===== src/rtl/fetch_unit.sv =====
// Instruction fetch unit with a small prefetch queue in front of the decoder.
// Latency: request in cycle N, instruction visible at the queue head in cycle N+2.
// Backpressure: credit-gated fetch (queued + in-flight < QUEUE_DEPTH); head held while inst_ready_in is low.
//
// Ports:
//   clock, reset           - single clock, synchronous active-high reset
//   imem_addr_out/_req_out - fetch request to instruction memory
//   imem_data_in           - instruction data, valid the cycle after its request
//   redirect_in/_pc_in     - branch/jump redirect; flushes the queue and any in-flight return
//   inst_out/_pc_out       - queue head instruction and its PC (zero when empty)
//   inst_valid_out         - head valid; transfers when inst_ready_in is also high
//   count_out              - registered number of valid queue entries
//
// QUEUE_DEPTH must be a power of two (>= 2) so the head/tail pointers wrap naturally.

module fetch_unit #(
    parameter int                ADDR_W      = 32,
    parameter logic [ADDR_W-1:0] RESET_PC    = ADDR_W'(32'h00400000),
    parameter int                PC_STEP     = 4,
    parameter int                QUEUE_DEPTH = 4
) (
    input  logic                               clock,
    input  logic                               reset,
    output logic [ADDR_W-1:0]                  imem_addr_out,
    output logic                               imem_req_out,
    input  logic [31:0]                        imem_data_in,
    input  logic                               redirect_in,
    input  logic [ADDR_W-1:0]                  redirect_pc_in,
    output logic [31:0]                        inst_out,
    output logic [ADDR_W-1:0]                  inst_pc_out,
    output logic                               inst_valid_out,
    input  logic                               inst_ready_in,
    output logic [$clog2(QUEUE_DEPTH+1)-1:0]   count_out
);

    localparam int                PTR_W     = $clog2(QUEUE_DEPTH);
    localparam int                CNT_W     = $clog2(QUEUE_DEPTH + 1);
    localparam logic [CNT_W:0]    DEPTH_C   = (CNT_W + 1)'(QUEUE_DEPTH);
    localparam logic [ADDR_W-1:0] STEP_C    = ADDR_W'(PC_STEP);
    localparam logic [ADDR_W-1:0] ALIGN_C   = ~(ADDR_W'(PC_STEP - 1));

    logic [ADDR_W-1:0] fetch_pc_q, fetch_pc_d;
    logic              inflight_q, inflight_d;
    logic [ADDR_W-1:0] inflight_pc_q, inflight_pc_d;
    logic [PTR_W-1:0]  head_q, head_d;
    logic [PTR_W-1:0]  tail_q, tail_d;
    logic [CNT_W-1:0]  count_q, count_d;

    logic [31:0]       inst_mem_q [QUEUE_DEPTH];
    logic [ADDR_W-1:0] pc_mem_q   [QUEUE_DEPTH];

    logic [CNT_W:0]    credit_used;
    logic              req;
    logic              head_vld;
    logic              push;
    logic              pop;
    logic              wr_en;

    always_comb begin
        // The in-flight request already owns a slot, so it is charged against the credit.
        credit_used = {1'b0, count_q} + {{CNT_W{1'b0}}, inflight_q};
        req         = !reset && !redirect_in && (credit_used < DEPTH_C);
        head_vld    = (count_q != '0);
        pop         = head_vld && !reset && inst_ready_in;
        // Memory data arrives exactly one cycle after the request, i.e. whenever a request was in flight.
        push        = inflight_q;
        wr_en       = push && !redirect_in && !reset;

        fetch_pc_d    = fetch_pc_q;
        inflight_d    = req;
        inflight_pc_d = inflight_pc_q;
        head_d        = head_q;
        tail_d        = tail_q;
        count_d       = count_q;

        if (redirect_in) begin
            // Flush: drop queue contents and the returning data; refetch from the aligned target.
            fetch_pc_d = redirect_pc_in & ALIGN_C;
            inflight_d = 1'b0;
            head_d     = '0;
            tail_d     = '0;
            count_d    = '0;
        end else begin
            if (req) begin
                fetch_pc_d    = fetch_pc_q + STEP_C;
                inflight_pc_d = fetch_pc_q;
            end
            if (push) begin
                tail_d = tail_q + PTR_W'(1);
            end
            if (pop) begin
                head_d = head_q + PTR_W'(1);
            end
            case ({push, pop})
                2'b10:   count_d = count_q + CNT_W'(1);
                2'b01:   count_d = count_q - CNT_W'(1);
                default: count_d = count_q;
            endcase
        end
    end

    always_ff @(posedge clock) begin
        if (reset) begin
            fetch_pc_q    <= RESET_PC;
            inflight_q    <= 1'b0;
            inflight_pc_q <= '0;
            head_q        <= '0;
            tail_q        <= '0;
            count_q       <= '0;
        end else begin
            fetch_pc_q    <= fetch_pc_d;
            inflight_q    <= inflight_d;
            inflight_pc_q <= inflight_pc_d;
            head_q        <= head_d;
            tail_q        <= tail_d;
            count_q       <= count_d;
        end
    end

    // Queue storage needs no reset: outputs are masked to zero whenever the queue is empty.
    always_ff @(posedge clock) begin
        if (wr_en) begin
            inst_mem_q[tail_q] <= imem_data_in;
            pc_mem_q[tail_q]   <= inflight_pc_q;
        end
    end

    always_comb begin
        imem_addr_out  = fetch_pc_q;
        imem_req_out   = req;
        inst_valid_out = head_vld && !reset;
        inst_out       = inst_valid_out ? inst_mem_q[head_q] : '0;
        inst_pc_out    = inst_valid_out ? pc_mem_q[head_q]   : '0;
        count_out      = count_q;
    end

endmodule


===== config.mk =====
export PLATFORM = sky130hd
export DESIGN_NAME = fetch_unit
export DESIGN_NICKNAME = d
export VERILOG_FILES = /design/src/rtl/fetch_unit.sv
export SDC_FILE = /design/constraint.sdc
export NUM_CORES = 1
export LEC_CHECK = 0
export ABC_AREA = 1
export ABC_CLOCK_PERIOD_IN_PS = 4800
export BUFFER_PORTS_ARGS = -buffer_cell sky130_fd_sc_hd__buf_2
export CAP_MARGIN = 15
export CORE_UTILIZATION = 30
export DETAILED_ROUTE_END_ITERATION = 8
export MAX_ROUTING_LAYER = met4
export PLACE_DENSITY_LB_ADDON = 0.08
export SLEW_MARGIN = 40
export SYNTH_ARGS = -nofsm -noshare
export SYNTH_HDL_FRONTEND = slang
export SYNTH_SLANG_ARGS = --single-unit

===== constraint.sdc =====
create_clock -name clock -period 4.8 [get_ports clock]
set_input_delay 0.72 -clock clock [delete_from_list [all_inputs] [get_ports clock]]
set_output_delay 0.72 -clock clock [all_outputs]
set_load 0.02 [all_outputs]

# == Word-level counts from Yosys, hierarchy flattened ==
# Memories as Yosys holds them, arrays and structs flattened. A register that Yosys moved wholly into a read port is not among the register bits.
# Cells that the tools add are included.
# word_totals
latch_bits,0
ram_bits,256
mem_bits_ro,0
regBits,72
in_bits,68
memories,2
# memory_table
name,words,width,read_ports,rd_clocked_by_memory_dff,wr,line,rtl
inst_mem_q,4,32,1,1,1,49,logic [31:0] inst_mem_q [QUEUE_DEPTH];
pc_mem_q,4,32,1,1,1,50,logic [ADDR_W-1:0] pc_mem_q [QUEUE_DEPTH];
# classes
muxes,11
add_sub_neg,6
n_shift,0
reduce_logical,13
bitwise,1
mul,0
n_eq_ne,2
magnitude_cmp,1
div,0
# ops
cell,n
32-bit 2-to-1 mux,4
"32-bit by 3-bit adder with 32-bit output, second input constant",1
2-bit 2-to-1 mux,4
1-bit logical AND,6
3-bit case mux with 2 select lines,1
"2-bit by 1-bit adder with 2-bit output, second input constant",2
3-bit by 1-bit adder with 4-bit output,1
"4-bit by 3-bit less-than comparator with 1-bit output, second input constant",1
2-bit nonzero test,2
"3-bit by 1-bit adder with 3-bit output, second input constant",1
3-bit nonzero test,1
"3-bit by 1-bit subtractor with 3-bit output, second input constant",1
"2-bit by 1-bit == test with 1-bit output, second input constant",1
"2-bit == test, second input constant",1
1-bit logical NOT,2
1-bit 2-to-1 mux,2
2-bit AND reduction,1
2-bit OR reduction,1
1-bit NOT,1

# == Depth between registers and ports, before layout ==
# depth
word_depth,5
mapped_depth,11

# == Worst setup path before layout ==
# Ideal clock, no wire load.
# synth_path
path_type,input -> register
startpoint,input redirect_in
endpoint,"memory inst_mem_q[0][0], enable pin"
path_slack_ns,0.597
arrival_ns,3.721
required_time_ns,4.318
setup_ns,0.482
path_stages,4
path_cell_list,buf_2 nor2_8 nand2_1 nor2_1
# synth_between
elab_chain_len,5
# synth_rtl
item,line,rtl
from (decl),27,"input logic redirect_in,"
1-bit logical NOT,67,wr_en = push && !redirect_in && !reset;
1-bit logical AND (2 in a row),67,
1-bit 2-to-1 mux,122,if (wr_en) begin
1-bit 2-to-1 mux (not written as such),123,inst_mem_q[tail_q] <= imem_data_in;
to (decl),49,
# Every way passes these cells.

==> metrics.yaml <==
die:
  die_area_um2: 44800
  core_um2: 43300
  fp-row-count: 76
  io_pins: 169
  die_width_um: 212
  die_h_um: 212
  initial_core_util: 0.305
timing:
  clock_skew_ns: 0.0130
  setup_viol: 0
  slew_headroom: 0.511
  min_period_ns: 3.37
  drv_slew: 0
  finalCritPeriodShare: 0.702
  rsz0062_at_grt: "false"
  tightestPinTransition_ns: 0.734
  fin_setup_tns_ns: 0
  finalHoldViolations: 0
  max_freq_mhz: 297
route:
  drtAntennaViolNets: 0
  first_pass_iters: 5
  routed_wl_um: 35600
  avgViaCountPerCell: 4.56
  drtIter0Drc: 533
  drc: 0
  vias: 9307
  wire_per_inst_um: 17.4
cells_and_area:
  final_cells: 2039
  layout-drive-gt1-share: 0.184
  num_antenna_cells: 0
  syn2layout_area_growth_pct: 20.4
  stdcell_area_um2: 15900
  nNetsFinal: 1500
power:
  irDropWorstVdd_mv: 0.180
  p_per_area_nw_per_um2: 384
  leakage_uw: 0.00594
place:
  placed_cells: 1968
  dpl_cell_area_um2: 14600
  portBuffers: 162
  dp_hpwl_um: 21500
  gp_congestion: 0.795
setup_path:
  path_class: "register to output pin"
  critical_path.cell_chain: "clkinv_2 > buf_4 > nor2_1 > o21ai_0 > a21oi_1 > buf_2"
  rr_worst_depth: 11
  crit_path_top_delay_cell: "buf_4"
  startpoint_type: "register"
  cp_top_family: "buffers and inverters"
  critPathCaptureType: "output pin"
  required_ns: 4.08
  path_buf_inv: 3
  path_depth: 6
  reg2reg_from: "count_out[0]"
  slowest_delay_ns: 0.52
  arrival_ns: 2.65
  worstPathMaxFanout: 34
synth:
  async_flop_share: 0
  syn_area_per_cell_um2: 10.4
  synth_area_leader_cell: "edfxtp_1"
  ys_warn_count: 0
  synth_cell_type_count: 38
  syn-instance-count: 1270
  synth_edf_count: 248
  synthTopCellsByArea: "edfxtp_1 (56%), dfxtp_1 (11%), nor2_1 (9.0%)"
  yosys-top-cells-count: "nor2_1 (315), edfxtp_1 (248), o21ai_0 (168)"
  synth_top_area_frac: 0.564
  syn_area_um2: 13200
  synth-main-ff-cell: "edfxtp_1"
  synth.ff_latch_count: 318
  seq_area_frac_synth: 0.671
  yosysMostFrequentCell: "nor2_1"
global_routing:
  globalRouteOverflowTotal: 0
  grt_antenna_before_repair: 0
  grt_max_degree: 66
  grt_pass1_vias: 8995
  grt_pass1_wl_um: 53800
  grt_usage: 0.165
status:
  status: "completed"
cts:
  clock_path_buffers: 3
  htree_num_levels: 2
  clk_pin_slew_ns: 0.06
  clk_root_buffer_cell: "clkbuf_16"
  post_cts_resized: 0
  numCtsBuffers: 38
  cts_tree: "yes"
  cts.sinks: 318
  clk_latency_ns: 0.54
  hold_buffers: 0
  postCtsSetupBuffers: 0
worst_hold_path:
  hold_start: "imem_data_in[1]"
  hold_depth: 1
  hold_class: "primary input to register"
flow_run:
  max-cap-violations: 0
cells by family after synthesis:
kind of cell | count (synthesis) | share of synthesized area
simple gates | 503 | 0.157
flops | 318 | 0.671
compound gates | 290 | 0.113
buf+inv | 144 | 0.0466
xor+xnor | 7 | 0.00465
fa+ha+maj | 7 | 0.00721
other cells | 1 | 0.000284
layout by cell type (no fill, tap or decap), types with 2 or more instances in the layout:
cell type / Yosys / layout
nor2_1: 315 / 311
edfxtp_1: 248 / 248
o21ai_0: 168 / 168
buf_2: 16 / 162
nand2_1: 122 / 122
a21oi_1: 101 / 101
dfxtp_1: 70 / 68
inv_1: 67 / 66
clkbuf_16: 0 / 42
nand3_1: 29 / 29
buf_4: 6 / 14
a211oi_1: 10 / 10
nor2_4: 5 / 9
clkbuf_1: 41 / 9
nor3_1: 8 / 8
nand4_1: 7 / 7
clkinv_1: 0 / 7
clkinv_2: 0 / 6
xor2_1: 6 / 6
ha_1: 6 / 6
a31oi_1: 5 / 5
inv_2: 6 / 5
nor2_2: 5 / 5
conb_1: 1 / 4
buf_12: 0 / 4
nand3b_1: 3 / 3
nand2_2: 3 / 3
clkinvlp_4: 0 / 3
clkbuf_8: 0 / 3
nand3_4: 2 / 2
o21ai_1: 2 / 2
report_power, final:
group          total, uW  leakage (uW)  switching [uW]  internal, uW
Sequential          3070       0.00281            55.1          3020
Combinational        297       0.00254             203          93.6
Clock               2740      0.000581            1100          1630
Total               6100       0.00594            1360          4740
final cells by class:
class / instances / area [um^2]
multi-input combinational: 811 / 3770
inverter: 73 / 278
fill: 4434 / 27400
clock buffer: 54 / 1130
tap: 585 / 732
sequential: 318 / 8850
timing repair buffer: 183 / 1050
clock inverter: 15 / 73.8
per-stage QoR:
| step | utilization | hold WS, ns | setup slack [ns] | total power (uW) |
|---|---|---|---|---|
| 3_5_place_dp | 0.338 | 0.465 | 1.77 | 3430 |
| 6_report | 0.367 | 0.396 | 1.43 | 6100 |
| 2_1_floorplan | - | 0.433 | 0.597 | 3290 |
| 5_1_grt | 0.367 | 0.374 | 1.27 | 6360 |
| 4_1_cts | 0.366 | 0.357 | 1.33 | 6220 |
| 3_3_place_gp | 0.338 | 0.449 | 1.73 | 3430 |
sequential cells by signal (all words and copies together), names as in the netlist, named ones only:
name and count:
inflight_q 1, inflight_pc_q 30, inst_mem_q 128, pc_mem_q 120
head_q 2, count_out 3, imem_addr_out 30, tail_q 2
routing by layer:
layer  wire, um  GRT usage  vias up  share of wire
met1      16900      0.217     4380           0.48
met3       1580     0.0280       53          0.044
met5          0          -        -              0
li1           -          -     4655              -
met4        707     0.0507        0          0.020
met2      16400      0.261      219           0.46
final timing paths:
| path | end | slack, ns |
|---|---|---|
| setup reg to reg | count_out[2] | 2.49 |
| hold / removal | inst_mem_q[3][1] | 0.40 |
| hold reg to reg | register | 0.47 |
| setup / recovery | inst_pc_out[24] | 1.43 |
(Power assumes the default switching activity.)
